[config.mk]
export PLATFORM = sky130hd
export DESIGN_NAME = mem_access_unit
export DESIGN_NICKNAME = d
export VERILOG_FILES = /design/src/rtl/mem_access_pkg.sv /design/src/rtl/mem_access_unit_byte_lane.sv /design/src/rtl/mem_access_unit.sv
export SDC_FILE = /design/constraint.sdc
export NUM_CORES = 1
export LEC_CHECK = 0
export ABC_AREA = 1
export CAP_MARGIN = 20
export CORE_ASPECT_RATIO = 0.5
export CORE_MARGIN = 2
export CORE_UTILIZATION = 30
export CTS_CLUSTER_SIZE = 14
export DETAILED_ROUTE_END_ITERATION = 12
export GPL_TIMING_DRIVEN = 0
export HOLD_SLACK_MARGIN = 0.03
export PLACE_DENSITY = 0.54
export SLEW_MARGIN = 10
export SYNTH_ARGS = -nofsm -noshare
export SYNTH_HDL_FRONTEND = slang
export SYNTH_HIERARCHICAL = 1
export SYNTH_SLANG_ARGS = --single-unit
[constraint.sdc]
create_clock -name clk -period 4.7 [get_ports clk]
set_clock_uncertainty 0.15 [all_clocks]
set_input_delay 0.94 -clock clk [delete_from_list [all_inputs] [get_ports clk]]
set_output_delay 0.94 -clock clk [all_outputs]
set_load 0.03 [all_outputs]
[src/rtl/mem_access_pkg.sv]
// Shared encodings for the load/store front end: op codes, FSM states,
// address window geometry and small decode helpers.
package mem_access_pkg;

    typedef enum logic [2:0] {
        OP_LB  = 3'd0,
        OP_LH  = 3'd1,
        OP_LW  = 3'd2,
        OP_LBU = 3'd3,
        OP_LHU = 3'd4,
        OP_SB  = 3'd5,
        OP_SH  = 3'd6,
        OP_SW  = 3'd7
    } op_e;

    typedef enum logic [1:0] {
        ST_IDLE  = 2'd0,
        ST_READ  = 2'd1,
        ST_WRITE = 2'd2,
        ST_DONE  = 2'd3
    } state_e;

    localparam logic [31:0] WINDOW_BYTES     = 32'd4096;
    localparam logic [10:0] STACK_IDX_OFFSET = 11'd1024;

    function automatic logic is_store(input op_e op);
        return (op == OP_SB) || (op == OP_SH) || (op == OP_SW);
    endfunction

    function automatic logic is_misaligned(input op_e op, input logic [1:0] lo);
        logic bad;
        case (op)
            OP_LH, OP_LHU, OP_SH: bad = lo[0];
            OP_LW, OP_SW:         bad = (lo != 2'd0);
            default:              bad = 1'b0;
        endcase
        return bad;
    endfunction

endpackage

[src/rtl/mem_access_unit_byte_lane.sv]
// Combinational lane logic: extracts and extends a byte/half for loads and
// merges store data into the fetched word for read-modify-write stores.
module mem_byte_lane
    import mem_access_pkg::*;
(
    input  op_e         op,
    input  logic [1:0]  lane,
    input  logic [31:0] word,
    input  logic [31:0] wdata,
    output logic [31:0] load_data,
    output logic [31:0] merged
);

    logic [7:0]  byte_v;
    logic [15:0] half_v;

    // Little-endian lane select and load extension.
    always_comb begin
        byte_v = word[{lane, 3'b000} +: 8];
        half_v = lane[1] ? word[31:16] : word[15:0];
        case (op)
            OP_LB:   load_data = {{24{byte_v[7]}}, byte_v};
            OP_LBU:  load_data = {24'd0, byte_v};
            OP_LH:   load_data = {{16{half_v[15]}}, half_v};
            OP_LHU:  load_data = {16'd0, half_v};
            default: load_data = word;
        endcase
    end

    // Store merge: only the addressed lane of the fetched word is replaced.
    always_comb begin
        merged = word;
        case (op)
            OP_SB: merged[{lane, 3'b000} +: 8] = wdata[7:0];
            OP_SH: begin
                if (lane[1]) begin
                    merged[31:16] = wdata[15:0];
                end else begin
                    merged[15:0] = wdata[15:0];
                end
            end
            OP_SW:   merged = wdata;
            default: merged = word;
        endcase
    end

endmodule

[src/rtl/mem_access_unit.sv]
// Load/store front end between the CPU MEM stage and the word-addressed data
// memory: decodes the byte address, checks it, and sequences read/write strobes.
module mem_access_unit
    import mem_access_pkg::*;
#(
    parameter logic [31:0] GLOBAL_BASE = 32'h1001_0000,
    parameter logic [31:0] STACK_BASE  = 32'h7FFF_E000
) (
    input  logic        clk,
    input  logic        rst,
    input  logic        req,
    output logic        ready,
    input  logic [2:0]  op,
    input  logic [31:0] vaddr,
    input  logic [31:0] wdata,
    output logic        done,
    output logic [31:0] rdata,
    output logic        err_align,
    output logic        err_range,
    output logic [10:0] mem_addr,
    output logic [31:0] mem_wdata,
    output logic        mem_mwrite,
    output logic        mem_mread,
    input  logic [31:0] mem_rdata
);

    state_e      state_q, state_d;
    op_e         op_q, op_d;
    logic [1:0]  lane_q, lane_d;
    logic [31:0] wdata_q, wdata_d;
    logic        ready_q, ready_d;
    logic        done_q, done_d;
    logic [31:0] rdata_q, rdata_d;
    logic        err_align_q, err_align_d;
    logic        err_range_q, err_range_d;
    logic [10:0] mem_addr_q, mem_addr_d;
    logic [31:0] mem_wdata_q, mem_wdata_d;
    logic        mem_mwrite_q, mem_mwrite_d;
    logic        mem_mread_q, mem_mread_d;

    logic [31:0] g_off, s_off;
    logic        in_g, in_s, misaligned;
    logic [10:0] idx;
    logic [31:0] load_data, merged;

    // The fetched word goes straight from the read port into the lane logic.
    mem_byte_lane u_lane (
        .op        (op_q),
        .lane      (lane_q),
        .word      (mem_rdata),
        .wdata     (wdata_q),
        .load_data (load_data),
        .merged    (merged)
    );

    // Address decode; unsigned offset compare covers both window bounds at once.
    always_comb begin
        g_off      = vaddr - GLOBAL_BASE;
        s_off      = vaddr - STACK_BASE;
        in_g       = (g_off < WINDOW_BYTES);
        in_s       = (s_off < WINDOW_BYTES);
        misaligned = is_misaligned(op_e'(op), vaddr[1:0]);
        if (in_g) begin
            idx = {1'b0, g_off[11:2]};
        end else if (in_s) begin
            idx = STACK_IDX_OFFSET + {1'b0, s_off[11:2]};
        end else begin
            idx = 11'd0;
        end
    end

    // Next-state and registered-output computation.
    always_comb begin
        state_d      = state_q;
        op_d         = op_q;
        lane_d       = lane_q;
        wdata_d      = wdata_q;
        ready_d      = ready_q;
        done_d       = 1'b0;
        rdata_d      = rdata_q;
        err_align_d  = err_align_q;
        err_range_d  = err_range_q;
        mem_addr_d   = mem_addr_q;
        mem_wdata_d  = mem_wdata_q;
        mem_mwrite_d = 1'b0;
        mem_mread_d  = 1'b0;
        case (state_q)
            ST_IDLE: begin
                if (req && ready_q) begin
                    op_d    = op_e'(op);
                    lane_d  = vaddr[1:0];
                    wdata_d = wdata;
                    ready_d = 1'b0;
                    if (misaligned || !(in_g || in_s)) begin
                        state_d     = ST_DONE;
                        done_d      = 1'b1;
                        rdata_d     = 32'd0;
                        err_align_d = misaligned;
                        err_range_d = !(in_g || in_s);
                    end else begin
                        state_d     = ST_READ;
                        mem_mread_d = 1'b1;
                        mem_addr_d  = idx;
                    end
                end else begin
                    state_d = ST_IDLE;
                    ready_d = 1'b1;
                end
            end
            ST_READ: begin
                if (is_store(op_q)) begin
                    state_d      = ST_WRITE;
                    mem_mwrite_d = 1'b1;
                    mem_wdata_d  = merged;
                end else begin
                    state_d = ST_DONE;
                    done_d  = 1'b1;
                    rdata_d = load_data;
                end
            end
            ST_WRITE: begin
                state_d = ST_DONE;
                done_d  = 1'b1;
                rdata_d = 32'd0;
            end
            ST_DONE: begin
                state_d     = ST_IDLE;
                ready_d     = 1'b1;
                err_align_d = 1'b0;
                err_range_d = 1'b0;
            end
            default: begin
                state_d     = ST_IDLE;
                ready_d     = 1'b1;
                err_align_d = 1'b0;
                err_range_d = 1'b0;
            end
        endcase
    end

    // State and output registers with synchronous reset.
    always_ff @(posedge clk) begin
        if (rst) begin
            state_q      <= ST_IDLE;
            op_q         <= OP_LB;
            lane_q       <= 2'd0;
            wdata_q      <= 32'd0;
            ready_q      <= 1'b1;
            done_q       <= 1'b0;
            rdata_q      <= 32'd0;
            err_align_q  <= 1'b0;
            err_range_q  <= 1'b0;
            mem_addr_q   <= 11'd0;
            mem_wdata_q  <= 32'd0;
            mem_mwrite_q <= 1'b0;
            mem_mread_q  <= 1'b0;
        end else begin
            state_q      <= state_d;
            op_q         <= op_d;
            lane_q       <= lane_d;
            wdata_q      <= wdata_d;
            ready_q      <= ready_d;
            done_q       <= done_d;
            rdata_q      <= rdata_d;
            err_align_q  <= err_align_d;
            err_range_q  <= err_range_d;
            mem_addr_q   <= mem_addr_d;
            mem_wdata_q  <= mem_wdata_d;
            mem_mwrite_q <= mem_mwrite_d;
            mem_mread_q  <= mem_mread_d;
        end
    end

    assign ready     = ready_q;
    assign done      = done_q;
    assign rdata     = rdata_q;
    assign err_align = err_align_q;
    assign err_range = err_range_q;
    assign mem_addr  = mem_addr_q;
    assign mem_wdata = mem_wdata_q;
    assign mem_mread = mem_mread_q;
    // A reset landing on the write cycle must suppress the write in that same cycle.
    assign mem_mwrite = mem_mwrite_q & ~rst;

endmodule

# Word level (Yosys, flattened, before mapping)
# Cells that the tools add are included.
# W data, S select, Z words.
# word_totals
register_bits,120
in_bits,102
elab_cells,96
out_inout_bits,81
# classes
n_lt_le_gt_ge,2
muxes,31
reduce_logical,20
n_bitwise,6
n_shift,3
add_sub_neg,4
n_eq_ne,17
# ops
operator,n
$pmux W32 S3,2
$pmux W32 S4,1
$mux W32,3
$lt A32 B13 Y1 const B,2
$mux W16,3
$bwmux W32,1
$shift A8 B7 Y32 const A,1
$shiftx A32 B6 Y8,1
$shiftx A8 B7 Y32,1
$sub A32 B29 Y32 const B,1
$sub A32 B31 Y32 const B,1
$mux W11,2
$eq A3 B3 Y1 const B,7
$add A11 B10 Y11 const A,1
$mux W1,11
$pmux W1 S2,4
$pmux W2 S4,1
$neg A5 Y7,1
$eq A3 B1 Y1 const B,2
$eq A3 B2 Y1 const B,2
$ne A2 B2 Y1 const B,3
$reduce_and A3 Y1,2
$reduce_or A3 Y1,2
$not A1 Y1,5
other kinds (15),23

# Longest topological paths before layout
# logic_depth
word_depth,8
ltp_mapped,20
mapped_depth_nobuf,19

# Cells and area by module
# Netlist, hierarchy kept.
# modules_own_cells
module,area_per_inst_um2,seq_area_each_um2,instances,cells_each
mem_access_unit,5477.8,2402.3,1,799
mem_byte_lane,2715.1,0.0,1,630

# Least setup slack after synthesis
# No wires, ideal clock.
# synth_path
path_type,input -> register
start,in vaddr[13]
end,reg rdata_q[27] (netlist: rdata[27])
setup_time_ps,112
slack_ps,1923
t_required_ps,4438
t_arrival_ps,2516
path_stages,19
cell_sequence,ha_1 nand2_2 nor2_4 nand2_2 o21ai_1 nand2_1 nor2_1 nand2_1 nor2_1 nand2_1 nand2_2 nand2_2 nand2_4 nand2_8 nand2_8 buf_8 nand2_1 nand2_1 nor2_1
# synth_via
elab_chain_cells,7
# synth_rtl
element,line,rtl
start: declaration,mem_access_unit.sv:14,"input logic [31:0] vaddr,"
$sub A32 B29 Y32 or $sub A32 B31 Y32 (tied branches),"mem_access_unit.sv:58, mem_access_unit.sv:59",
"$lt A32 B13 Y1, on equally long branches","mem_access_unit.sv:60, mem_access_unit.sv:61",
$logic_or A1 B1 Y1 *,mem_access_unit.sv:94,if (misaligned || !(in_g || in_s)) begin
$logic_not A1 Y1 *,mem_access_unit.sv:94,
$logic_or A1 B1 Y1 *,mem_access_unit.sv:94,
$ne A2 B2 Y1 (no source line) *,--,
$reduce_and A4 Y1 (no source line) *,--,
end signal: assignment,mem_access_unit.sv:164,rdata_q <= rdata_d;
end: declaration,mem_access_unit.sv:33,"logic [31:0] rdata_q, rdata_d;"
# Every way passes the cells marked *; elsewhere a longest branch is shown, timed or not.
# A chain may end at the register's enable or synchronous reset.

# Worst setup path in the final report
# layout_path
start,in rst
end,out mem_mwrite
# layout_via
elab_chain_cells,2
# layout_rtl
element,line,rtl
start: declaration,mem_access_unit.sv:10,"input logic rst,"
$not A1 Y1,mem_access_unit.sv:183,assign mem_mwrite = mem_mwrite_q & ~rst;
$and A1 B1 Y1,mem_access_unit.sv:183,
end: declaration,mem_access_unit.sv:22,"output logic mem_mwrite,"
# Every way passes these cells.

==> results.toml <==
[run_status]
status = "finished clean"

[route]
postRouteWirelength_um = 36440
routed_via_density = 5.024
drt-initial-drc-count = 1228
routedWlPerCell_um = 18.26
drc = 0
ant_nets = 0
dr_total_vias = 10020
firstDrtPassIters = 8

[power_and_ir_drop]
power.density_nw_per_um2 = 534.8
power_mw = 5.909
p_leak_nw = 4.716
ir_drop_v = 0.0002865

[timing]
post-route-period-util = 0.7845
timing.setup.tns_ns = 0
finalCriticalPeriod_ns = 3.687
slew_headroom = 0.4172
hold_viol_final = 0
worstMarginPinSlew_ns = 0.8741
whs_ns = 0.3112
fin_ws_ns = 1.013
drv_slew = 0
setup_viol = 0
rsz0062_at_grt = "false"
fmax_mhz = 271.2

[critical_path]
r2r_start = "lane_q[1]$_SDFFE_PP0P_"
cp.required_ns = 3.61
cp.arrival_ns = 2.60
critPathMostFrequentCell = "clkdlybuf4s50_1"
startpoint = "rst"
crit_chain = "clkdlybuf4s50_1 -> clkbuf_1 -> nor2_1 -> clkdlybuf4s50_1"
critical_path_class = "input port to output port"
cpPeakStageDelay_ns = 0.61
start_kind = "input port"
crit_path_top_delay_cell = "clkdlybuf4s50_1"
end_kind = "output port"
critPathMaxFanout = 10

[grt]
grt.overflow.total = 0
grt_max_degree = 17
grt_pass1_wl_um = 55320
antenna_found_initial = 1
track_usage = 0.2569
grt_pass1_vias = 9355

[logic_synthesis]
synth-seq-area-share = 0.2932
ys_warn_count = 6
post-synth-top-area-cell = "dfxtp_1"
netlist_instances = 1429
ys_top_cells_by_area = "dfxtp_1 (29%), nand2_1 (18%), nor2_1 (12%)"
synth.avg_cell_area_um2 = 5.733
synth.top_cell.area_share = 0.2932
syn_area_um2 = 8193
ys_types = 32
yosys_register_bits = 120
syn_nets = 1542

[place]
place_area_um2 = 10460
gp_congestion = 0.9638
hpwl_um = 29410
port_buffers = 182
pre_cts_ws_ns = 0.8000

[clock_tree]
cts.sinks = 120
htree_levels = 4
clk_pin_slew_ns = 0.05
cts_hold_buf = 0
clock_path_buffers = 2
clk-insertion-delay-late_ns = 0.44
cts_tree = "yes"
cts_setup_buffers = 0
cts-root-buf = "clkbuf_16"
numCtsBuffers = 17
ctsResizeCount = 0

[cells_and_area]
n_antenna_cell = 0
design_area_um2 = 11050
syn_to_final_growth_pct = 34.88
fin_nets = 1743
drive_gt1_frac = 0.04808

[floorplanning]
dieArea_um2 = 28730
core_area_um2 = 26640
io_pins = 183
die_y_um = 120.9
die_x_um = 237.7
start_util = 0.3075
rows = 42

[flow_run]
maxCapViolations = 0

[min_path]
min_from = "mem_wdata[14]$_SDFFE_PP0P_"
hp-class = "register to register"
-- sequential cells by signal, indices dropped and copies added (netlist names) --
| signal | cells |
|---|---|
| done | 1 |
| ready | 1 |
| mem_wdata | 32 |
| op_q | 3 |
| wdata_q | 32 |
| mem_addr | 11 |
| err_align | 1 |
| mem_mwrite_q | 1 |
| rdata | 32 |
| lane_q | 2 |
| err_range | 1 |
| state_q | 2 |
| mem_mread | 1 |
-- path summary, 6_finish.rpt --
check,endpoint,cells past startpoint,slack [ns]
worst min register to register,mem_wdata[14]$_SDFFE_PP0P_,2,0.31
worst max-delay path,mem_mwrite,4,1.01
worst max register to register,mem_wdata[13]$_SDFFE_PP0P_,11,1.26
worst min-delay path,mem_wdata[14]$_SDFFE_PP0P_,2,0.31
-- through the flow --
stage / std cells / util
after floorplan: 1429 / -
after global placement: 1963 / 0.3924
after detailed placement: 1963 / 0.3924
after CTS: 1995 / 0.4148
after global routing: 1995 / 0.4148
final: 1995 / 0.4148
-- cell usage after synthesis --
cell / n
clkbuf_2: 1
xor2_1: 2
inv_1: 109
nand3b_1: 1
nor2_2: 10
o21ai_1: 4
nand2_2: 8
nand3_1: 139
nand2_1: 396
nand2_4: 1
dfxtp_1: 120
a21boi_0: 1
inv_2: 2
buf_1: 6
nor4_1: 1
buf_6: 7
nor3_1: 4
xnor2_1: 1
buf_2: 13
a21oi_1: 130
nand3_2: 1
a211oi_1: 1
buf_8: 1
nand4_1: 19
nor2_1: 269
clkinv_1: 2
nand2_8: 2
clkbuf_1: 55
o21ai_0: 100
o211ai_1: 8
nor2_4: 4
ha_1: 11
-- critical path: cells and delay by family --
| family | cells | cell delay [ns] |
|---|---|---|
| buffers and inverters | 3 | 1.55 |
| and+or+nand+nor | 1 | 0.10 |
-- layer usage --
layer | global-route usage | wire, um | vias up | part of all wire
li1 | - | - | 4991 | -
met1 | 0.3703 | 17370 | 4577 | 0.48
met2 | 0.3785 | 15210 | 403 | 0.42
met3 | 0.06256 | 3204 | 49 | 0.088
met4 | 0.06958 | 638 | 2 | 0.018
met5 | 0 | 13 | - | 0.00036
-- power by group --
part | internal [mW] | switching (mW)
registers | 1.28 | 0.221
logic | 1.05 | 2.03
clock network | 0.846 | 0.478
total | 3.18 | 2.73
-- cells by family after synthesis --
family          after synthesis  synth area share
xor+xnor                      3          0.003208
compound gates              244            0.1521
fa+ha+maj                    11           0.01680
flops                       120            0.2932
simple gates                855            0.4349
buf+inv                     196           0.09972
-- placed cells by master, fill, tap and decap left out, types with 3 or more instances in the layout --
cell type | synthesis | final
a21oi_1 | 130 | 130
buf_1 | 6 | 6
buf_2 | 13 | 13
buf_6 | 7 | 7
clkbuf_1 | 55 | 58
clkbuf_16 | 0 | 17
clkbuf_8 | 0 | 5
clkdlybuf4s50_1 | 0 | 182
clkinv_2 | 0 | 3
dfxtp_1 | 120 | 120
ha_1 | 11 | 11
inv_1 | 109 | 109
nand2_1 | 396 | 396
nand2_2 | 8 | 8
nand3_1 | 139 | 139
nand4_1 | 19 | 19
nor2_1 | 269 | 269
nor2_2 | 10 | 10
nor2_4 | 4 | 4
nor3_1 | 4 | 4
o211ai_1 | 8 | 8
o21ai_0 | 100 | 100
o21ai_1 | 4 | 4
-- layout make-up --
class	count	area [um2]
clock buffer	25	505.5
sequential	120	2402
timing repair buffer	182	1822
multi-input combinational	1113	4974
tap	352	440.4
clock inverter	7	90.09
fill	2957	15590
buffer	83	392.9
inverter	113	424.2
No activity file was read; power rests on OpenSTA's default activity.
==> RTL edit (same flow settings) <==
Make the reset (`rst`) asynchronous in one clocked block. Comments in the files are not updated.
--- a/src/rtl/mem_access_unit.sv
+++ b/src/rtl/mem_access_unit.sv
@@ -139,7 +139,7 @@
     end
 
     // State and output registers with synchronous reset.
-    always_ff @(posedge clk) begin
+    always_ff @(posedge clk or posedge rst) begin
         if (rst) begin
             state_q      <= ST_IDLE;
             op_q         <= OP_LB;
Formal check against the unedited RTL: differs if rst is asserted again (counterexample within 4 cycles, from zero or initial values and one cycle with rst high); with rst held inactive, the same outputs for 4 cycles.
==> RTL edit against the original RTL <==
- power is 29% higher
- first-iteration DRC count decreased by 26%
- synthesized area grew 5.7%
- cell area increased by 4.8%
- maximum frequency increased by 1.4%
- non-clock buffer count down 20
- sequential cell count did not move
- sequential share of layout area grew 4.2 points
- global-route usage shrank 2.6 points
- setup slack gained 0.052 ns
- critical path depth rose by 14
- routed wire length fell by 5.7%
- critical endpoint is now mem_addr[5]$_DFFE_PP0P_
- largest cell class unchanged
- highest routed layer is now met4
==> RTL edit: results <==
grt:
  grt_use_met2_pct: 36.6
  grt_pass1_wl_um: 52200
  met3_usage_pct: 6.70
  grt.total_usage_pct: 23.1
  grt_pass1_vias: 9159
synth:
  synth_xor_xnor_area_share_pct: 0.202
  synth_area_leaders: "dfrtp_1, nand2_1, nand3_1, nor2_1, inv_1"
  netlist_instances: 1356
  synth_fp_nets: 1469
  yosysUniqueCellTypes: 37
setup_path:
  reg2regPathDepth: 12
  r2r_slack_ns: 1.40
  crit_family: "simple AND/OR/NAND/NOR gates"
  reg2reg_from: "lane_q[0]$_DFFE_PP0P_"
cells_and_area:
  multi_input_area_share_pct: 41.9
  nonClkBufAreaFrac_pct: 18.7
  final-seq-area_um2: 3000
  clk_share_pct: 5.13
  n_fill_cell: 3021
  final_area_um2: 11600
  inverters: 129
  multi_input_cells: 1045
  buffers: 245
power:
  comb_cell_power_mw: 4.40
  max-vdd-ir-drop_mv: 0.267
  cellLeakagePower_nw: 5.86
  clkPwrFrac_pct: 17.3
  seq_power_share_pct: 24.8
placed_design:
  post-place-ws_ns: 0.638
  dp_hpwl_um: 27400
detailed_routing:
  met2WireLength_um: 15100
  top_layer: "met4"
  wl_per_cell_um: 17.6
  met1Wirelength_um: 15700
  drtIter0Drc: 909
  viasPerCell: 4.89
  met3_length_um: 2920
sta:
  max_slew.worst_pin.slew_ns: 0.687
floorplanning:
  die_w_um: 244
outcome:
  outcome: "completed"
## RTL edit: worst min path at each step
stage / from / depth (start not counted) / end / slack [ns]
after floorplan: wdata_q[31]$_DFFE_PP0P_ / 1 / wdata_q[31]$_DFFE_PP0P_ / 0.33
after global placement: mem_addr[7]$_DFFE_PP0P_ / 2 / mem_addr[7]$_DFFE_PP0P_ / 0.31
after detailed placement: mem_addr[2]$_DFFE_PP0P_ / 2 / mem_addr[2]$_DFFE_PP0P_ / 0.31
after CTS: mem_addr[2]$_DFFE_PP0P_ / 2 / mem_addr[2]$_DFFE_PP0P_ / 0.32
after global routing: mem_addr[2]$_DFFE_PP0P_ / 2 / mem_addr[2]$_DFFE_PP0P_ / 0.34
final: mem_addr[3]$_DFFE_PP0P_ / 2 / mem_addr[3]$_DFFE_PP0P_ / 0.32
